==> src/rtl/seg_scan_decoder.sv <==
// ---------------------------------------------------------------------------
// seg_scan_decoder
//   Readback monitor for a time-multiplexed, active-low 7-segment display bus.
//   Each strobed sample is decoded back to a nibble and collected into a
//   per-digit shadow frame. A completed frame is compared with the previous
//   one, and is published only after it has been identical for STABLE_SCANS
//   consecutive scans.
//
//   Optional feature macro: SEG_SCAN_DP_EN
//     defined   : the decimal point is captured, takes part in the frame
//                 compare and is published on o_dp
//     undefined : the decimal point is ignored and o_dp is tied to 0
//
// Ports
//   clk          system clock, rising edge
//   rst          asynchronous reset, active-high
//   i_seg_en     sample strobe; i_digit_sel/i_seg valid when 1
//   i_digit_sel  one-hot digit select (bit k = digit k)
//   i_seg        segments, active-low, bit7..0 = a,b,c,d,e,f,g,dp
//   o_hex        published nibbles, digit k at [4k+3:4k]
//   o_invalid    digit k pattern is not one of the 16 hex glyphs
//   o_dp         published decimal points
//   o_valid      one-cycle pulse when new outputs are published
//   o_sel_err    sticky flag: strobe seen with a non-one-hot select
// ---------------------------------------------------------------------------
module seg_scan_decoder #(
    parameter int unsigned DIGITS       = 8,
    parameter int unsigned STABLE_SCANS = 2
) (
    input  logic                  clk,
    input  logic                  rst,
    input  logic                  i_seg_en,
    input  logic [DIGITS-1:0]     i_digit_sel,
    input  logic [7:0]            i_seg,
    output logic [4*DIGITS-1:0]   o_hex,
    output logic [DIGITS-1:0]     o_invalid,
    output logic [DIGITS-1:0]     o_dp,
    output logic                  o_valid,
    output logic                  o_sel_err
);

    // Shadow entry layout: [3:0] nibble, [4] invalid, [5] dp (when enabled)
`ifdef SEG_SCAN_DP_EN
    localparam int unsigned ENTRY_W = 6;
`else
    localparam int unsigned ENTRY_W = 5;
`endif

    localparam logic [3:0]        STABLE  = 4'(STABLE_SCANS);
    localparam logic [DIGITS-1:0] SEL_ONE = {{(DIGITS-1){1'b0}}, 1'b1};

    // Returns {invalid, nibble} for an active-high abcdefg pattern
    function automatic logic [4:0] decode_glyph(input logic [6:0] p);
        logic [4:0] r;
        case (p)
            7'b1111110: r = 5'h00;
            7'b0110000: r = 5'h01;
            7'b1101101: r = 5'h02;
            7'b1111001: r = 5'h03;
            7'b0110011: r = 5'h04;
            7'b1011011: r = 5'h05;
            7'b1011111: r = 5'h06;
            7'b1110000: r = 5'h07;
            7'b1111111: r = 5'h08;
            7'b1110011: r = 5'h09;
            7'b1110111: r = 5'h0A;
            7'b0011111: r = 5'h0B;
            7'b1001110: r = 5'h0C;
            7'b0111101: r = 5'h0D;
            7'b1001111: r = 5'h0E;
            7'b1000111: r = 5'h0F;
            default:    r = 5'h10;
        endcase
        return r;
    endfunction

    logic [DIGITS-1:0][ENTRY_W-1:0] r_shadow;
    logic [DIGITS-1:0][ENTRY_W-1:0] r_snap;
    logic [DIGITS-1:0][ENTRY_W-1:0] r_prev;
    logic [DIGITS-1:0]              r_seen;
    logic                           r_frame_done;
    logic [3:0]                     r_cnt;
    logic [4*DIGITS-1:0]            r_hex;
    logic [DIGITS-1:0]              r_invalid;
    logic                           r_valid;
    logic                           r_sel_err;

    logic [ENTRY_W-1:0]             w_entry;
    logic                           w_onehot;
    logic                           w_sample;
    logic [DIGITS-1:0][ENTRY_W-1:0] w_shadow_next;
    logic [DIGITS-1:0]              w_seen_next;
    logic                           w_frame_cpl;
    logic [3:0]                     w_cnt_next;
    logic                           w_publish;
    logic [4*DIGITS-1:0]            w_pub_hex;
    logic [DIGITS-1:0]              w_pub_inv;

    always_comb begin
        w_entry      = '0;
        w_entry[4:0] = decode_glyph(~i_seg[7:1]);
`ifdef SEG_SCAN_DP_EN
        w_entry[5]   = ~i_seg[0];
`endif
        // Power-of-two test: exactly one bit set
        w_onehot = (i_digit_sel != '0) &&
                   ((i_digit_sel & (i_digit_sel - SEL_ONE)) == '0);
        w_sample = i_seg_en && w_onehot;

        w_shadow_next = r_shadow;
        w_seen_next   = r_seen;
        if (w_sample) begin
            for (int unsigned k = 0; k < DIGITS; k++) begin
                if (i_digit_sel[k]) begin
                    w_shadow_next[k] = w_entry;
                    w_seen_next[k]   = 1'b1;
                end
            end
        end
        w_frame_cpl = w_sample && (&w_seen_next);

        if (r_snap == r_prev) begin
            w_cnt_next = (r_cnt == STABLE) ? r_cnt : r_cnt + 4'd1;
        end else begin
            w_cnt_next = 4'd1;
        end
        // Publish only on the transition into the stable count
        w_publish = r_frame_done && (w_cnt_next == STABLE) && (r_cnt != STABLE);

        w_pub_hex = '0;
        w_pub_inv = '0;
        for (int unsigned k = 0; k < DIGITS; k++) begin
            w_pub_hex[4*k +: 4] = r_snap[k][3:0];
            w_pub_inv[k]        = r_snap[k][4];
        end
    end

    always_ff @(posedge clk or posedge rst) begin
        if (rst) begin
            r_shadow     <= '0;
            r_snap       <= '0;
            r_prev       <= '0;
            r_seen       <= '0;
            r_frame_done <= 1'b0;
            r_cnt        <= '0;
            r_hex        <= '0;
            r_invalid    <= '0;
            r_valid      <= 1'b0;
            r_sel_err    <= 1'b0;
        end else begin
            r_shadow <= w_shadow_next;
            if (w_frame_cpl) begin
                r_snap       <= w_shadow_next;
                r_seen       <= '0;
                r_frame_done <= 1'b1;
            end else begin
                r_seen       <= w_seen_next;
                r_frame_done <= 1'b0;
            end
            if (r_frame_done) begin
                r_cnt  <= w_cnt_next;
                r_prev <= r_snap;
            end
            r_valid <= w_publish;
            if (w_publish) begin
                r_hex     <= w_pub_hex;
                r_invalid <= w_pub_inv;
            end
            if (i_seg_en && !w_onehot) begin
                r_sel_err <= 1'b1;
            end
        end
    end

`ifdef SEG_SCAN_DP_EN
    logic [DIGITS-1:0] r_dp;
    logic [DIGITS-1:0] w_pub_dp;

    always_comb begin
        w_pub_dp = '0;
        for (int unsigned k = 0; k < DIGITS; k++) begin
            w_pub_dp[k] = r_snap[k][5];
        end
    end

    always_ff @(posedge clk or posedge rst) begin
        if (rst) begin
            r_dp <= '0;
        end else if (w_publish) begin
            r_dp <= w_pub_dp;
        end
    end

    assign o_dp = r_dp;
`else
    // Decimal point is not monitored in this build
    logic w_unused_dp;
    assign w_unused_dp = i_seg[0];
    assign o_dp        = '0;
`endif

    assign o_hex     = r_hex;
    assign o_invalid = r_invalid;
    assign o_valid   = r_valid;
    assign o_sel_err = r_sel_err;

endmodule
==> config.mk <==
export PLATFORM = sky130hd
export DESIGN_NAME = seg_scan_decoder
export DESIGN_NICKNAME = d
export VERILOG_FILES = /design/src/rtl/seg_scan_decoder.sv
export SDC_FILE = /design/constraint.sdc
export NUM_CORES = 1
export LEC_CHECK = 0
export ABC_AREA = 1
export CORE_ASPECT_RATIO = 1.25
export CORE_MARGIN = 3
export CORE_UTILIZATION = 60
export CTS_BUF_LIST = sky130_fd_sc_hd__clkbuf_8 sky130_fd_sc_hd__clkbuf_16
export DETAILED_ROUTE_END_ITERATION = 12
export PLACE_DENSITY = 0.79
export SLEW_MARGIN = 10
export SYNTH_ARGS = -nofsm -noshare
export SYNTH_HDL_FRONTEND = slang
export SYNTH_SLANG_ARGS = --single-unit
==> constraint.sdc <==
create_clock -name clk -period 8.5 [get_ports clk]
set_clock_uncertainty 0.15 [all_clocks]
set_input_delay 1.275 -clock clk [delete_from_list [all_inputs] [get_ports clk]]
set_output_delay 1.275 -clock clk [all_outputs]
set_load 0.005 [all_outputs]
==> flow_metrics.py <==
metrics = {
    "worst_hold_path": {
        "terminating_pin_of_the_worst_hold_path": "o_hex[12]",
        "hold_path_class": "flip-flop to flip-flop",
        "min_from": "o_hex[12]",
        "hold_path_depth": 2,
    },
    "cells_and_area": {
        "nets": 1067,
        "layout-drive-gt1-share": 0.0454,
        "area_growth_pct": 15.3,
        "antenna_cells": 0,
    },
    "synth": {
        "synth_area_um2": 7950,
        "synth.ff_latch_count": 175,
        "syn-instance-count": 1001,
        "yosysMostFrequentCell": "sky130_fd_sc_hd__nand2_1",
        "synthDistinctLibCells": 25,
        "synthTopCellsByArea": "sky130_fd_sc_hd__dfrtp_1, sky130_fd_sc_hd__nand2_1, sky130_fd_sc_hd__inv_1",
        "synth_enable_flop_cells": 0,
        "asyncSetResetFlopFracSynth": 1.00,
        "synth.largest_area_cell": "sky130_fd_sc_hd__dfrtp_1",
        "total_of_warnings_raised_by_yosys": 0,
        "post_synth_most_frequent_cells": "sky130_fd_sc_hd__nand2_1, sky130_fd_sc_hd__dfrtp_1, sky130_fd_sc_hd__inv_1",
        "synth_area_per_cell_um2": 7.94,
        "synth.yosys.seq_area_share": 0.551,
        "synth_top_flop_cell": "sky130_fd_sc_hd__dfrtp_1",
        "share_of_the_synthesized_area_in_the_top_cell_type": 0.551,
    },
    "power_and_ir_drop": {
        "power_report.internal_total_mw": 1.30,
        "combPwrFrac": 0.103,
        "switchingPower_mw": 0.459,
        "power_switching_share": 0.262,
        "power.share.sequential": 0.491,
        "power_density_nw_per_um2": 192,
        "max-vdd-ir-drop_mv": 0.126,
        "p_leak_nw": 5.12,
        "design_power_total_mw": 1.75,
        "power.share.clock": 0.406,
    },
    "grt": {
        "global_route_wire_length_before_repair_um": 28600,
        "grt.busiest_layer": "met2",
        "grt_max_degree": 109,
        "met1_usage": 0.347,
        "via_count_of_the_first_global_routing_pass": 5889,
        "grt_antenna_before_repair": 0,
        "met2_grt_util": 0.384,
        "grt_overflow_total": 0,
        "gr-usage-met3": 0.0493,
        "grt.total_usage": 0.246,
    },
    "sta": {
        "maxSlewViolCount": 0,
        "timing.max_slew.rel_slack": 0.378,
        "final-hold-violation-count": 0,
        "totalNegativeSetupSlack_ps": 0,
        "grt_setup_unrepaired": "no",
        "worstMarginPinSlew_ps": 933,
        "achievable-frequency_ghz": 0.202,
        "period_minus_slack_ps": 4950,
        "final.setup.worst_slack_ps": 3550,
        "final-setup-viol-count": 0,
        "period_share": 0.582,
    },
    "drt": {
        "vias": 6385,
        "routed_wire_length_per_instance_um": 13.5,
        "antenna_left": 0,
        "dr.pass1.iters": 7,
        "viasPerCell": 5.21,
        "post-route-drc-count": 0,
        "drt_wl_total_um": 16600,
        "detail_route.iter0.violations": 419,
    },
    "worst_setup_path": {
        "worst_r2r_endpoint": "r_seen[6]",
        "worst-r2r-setup-slack_ps": 5570,
        "worstPathArrival_ps": 5100,
        "crit_type": "input port to flip-flop",
        "reg2reg_depth": 7,
        "timing.rr.start": "r_seen[2]",
        "worstSetupEndpointType": "flip-flop",
        "required_ps": 8650,
        "critical_path_peak_fanout": 41,
        "cp-start-kind": "input port",
    },
    "place": {
        "portBuffers": 59,
        "dpl_worst_slack_ps": 3070,
        "final_wtd_congestion": 0.824,
        "dp_hpwl_um": 11200,
    },
    "floorplan": {
        "die_height_um": 135,
        "starting_density_of_the_core": 0.619,
        "top_level_ports": 69,
        "area_of_the_core_um2": 12800,
        "die_w_um": 109,
        "die_area_um2": 14700,
        "floorplan.rows": 46,
    },
    "flow_run": {
        "timing.max_cap.violations": 0,
    },
    "clock_tree": {
        "tritoncts_num_sinks": 175,
        "clock_transition_time_at_the_flip_flop_clock_pins_of_the_worst_setup_and_hold_paths_ps": 70,
        "cts_repair_resize_count": 0,
        "htreeDepth": 4,
        "clk_path_buf_depth": 2,
        "clock_insertion_delay_worst_skew_ps": 420,
        "cts.root.buffer_cell": "sky130_fd_sc_hd__clkbuf_16",
        "numCtsBuffers": 17,
        "tritoncts": "built",
        "post_cts.repair.setup_buffers": 0,
        "post_cts_hold_buffer_count": 0,
    },
    "status": {
        "outcome": "complete, no violations",
    },
}
==> worst max path at each step <==
stage	from	end	slack (ps)	cells after the start
after global placement	i_digit_sel[1]	r_seen[6]	3080	13
after detailed placement	i_digit_sel[1]	r_seen[7]	3070	13
after floorplan	rst	o_hex[0]	2330	1
final	i_digit_sel[1]	r_seen[6]	3550	13
after global routing	i_digit_sel[1]	r_seen[6]	3060	13
after CTS	i_digit_sel[1]	r_seen[6]	3520	13
==> sequential cells by signal, summed over array words and instances, names as in the netlist <==
register,flops
r_prev,40
r_shadow,40
r_snap,40
o_hex,32
o_invalid,8
r_seen,8
r_cnt,4
o_sel_err,1
o_valid,1
r_frame_done,1
==> power by group through the flow <==
stage          logic (mW)  registers, mW  clock network [mW]
4_1_cts             0.181          0.861               0.720
3_5_place_dp        0.180          0.876                   0
2_1_floorplan       0.143          0.875                   0
6_report            0.181          0.861               0.712
5_1_grt             0.206          0.863               0.757
3_3_place_gp        0.180          0.876                   0
==> cells by family after synthesis <==
logic type	share of synthesized area
flip-flops	0.551
XOR/XNOR	0.0298
AND/OR/NAND/NOR	0.328
AO/OA/AOI/OAI	0.0224
buffers and inverters	0.0654
adder cells (fa/ha/maj)	0.00315
other	0.000472
==> layer usage <==
layer	vias to the layer above	part of all wire
li1	3197	-
met1	2996	0.45
met2	163	0.48
met3	29	0.046
met4	0	0.020
met5	-	0
==> per-stage QoR <==
| stage | std cells | area (um2) | util | hold WS (ps) |
|---|---|---|---|---|
| floorplan | 1008 | 7970 | - | 295 |
| global placement | 1195 | 8610 | 0.671 | 304 |
| detailed placement | 1195 | 8610 | 0.671 | 307 |
| CTS | 1226 | 9160 | 0.714 | 323 |
| global route | 1226 | 9160 | 0.714 | 337 |
| finish | 1226 | 9160 | 0.714 | 317 |
==> worst max-delay path: stages <==
cell                              delay, ps
sky130_fd_sc_hd__clkdlybuf4s50_1        450
sky130_fd_sc_hd__nor2_2                 200
sky130_fd_sc_hd__nor2_1                  60
sky130_fd_sc_hd__nor2_1                  80
sky130_fd_sc_hd__nand3_1                110
sky130_fd_sc_hd__nor2_4                 230
sky130_fd_sc_hd__nand3_1                300
sky130_fd_sc_hd__nand2_1                170
sky130_fd_sc_hd__nand2_1                100
sky130_fd_sc_hd__nor2_4                 690
sky130_fd_sc_hd__nand3_2                870
sky130_fd_sc_hd__inv_2                  450
sky130_fd_sc_hd__nor2_1                  80
==> placed cells by master, fill, tap and decap left out, drive strengths merged <==
cell | netlist | layout
a21oi | 2 | 2
a31oi | 1 | 1
and2 | 1 | 1
buf | 24 | 7
clkbuf | 23 | 21
clkdlybuf4s50 | 0 | 59
clkinv | 0 | 2
clkinvlp | 0 | 6
conb | 1 | 8
dfrtp | 175 | 175
ha | 2 | 2
inv | 78 | 80
nand2 | 477 | 477
nand3 | 57 | 57
nand3b | 1 | 1
nand4 | 44 | 44
nor2 | 55 | 55
nor3 | 2 | 2
o21ai | 30 | 30
o21bai | 1 | 1
xnor2 | 17 | 17
xor2 | 10 | 10
==> area by class of cell <==
type	count	area [um2]
multi-input combinational	708	3080
inverter	78	298
fill	1040	3670
clock inverter	10	66.3
clock buffer	21	480
sequential	175	4380
tap	168	210
timing repair buffer	66	643
Power figures use the tool's default switching activity.
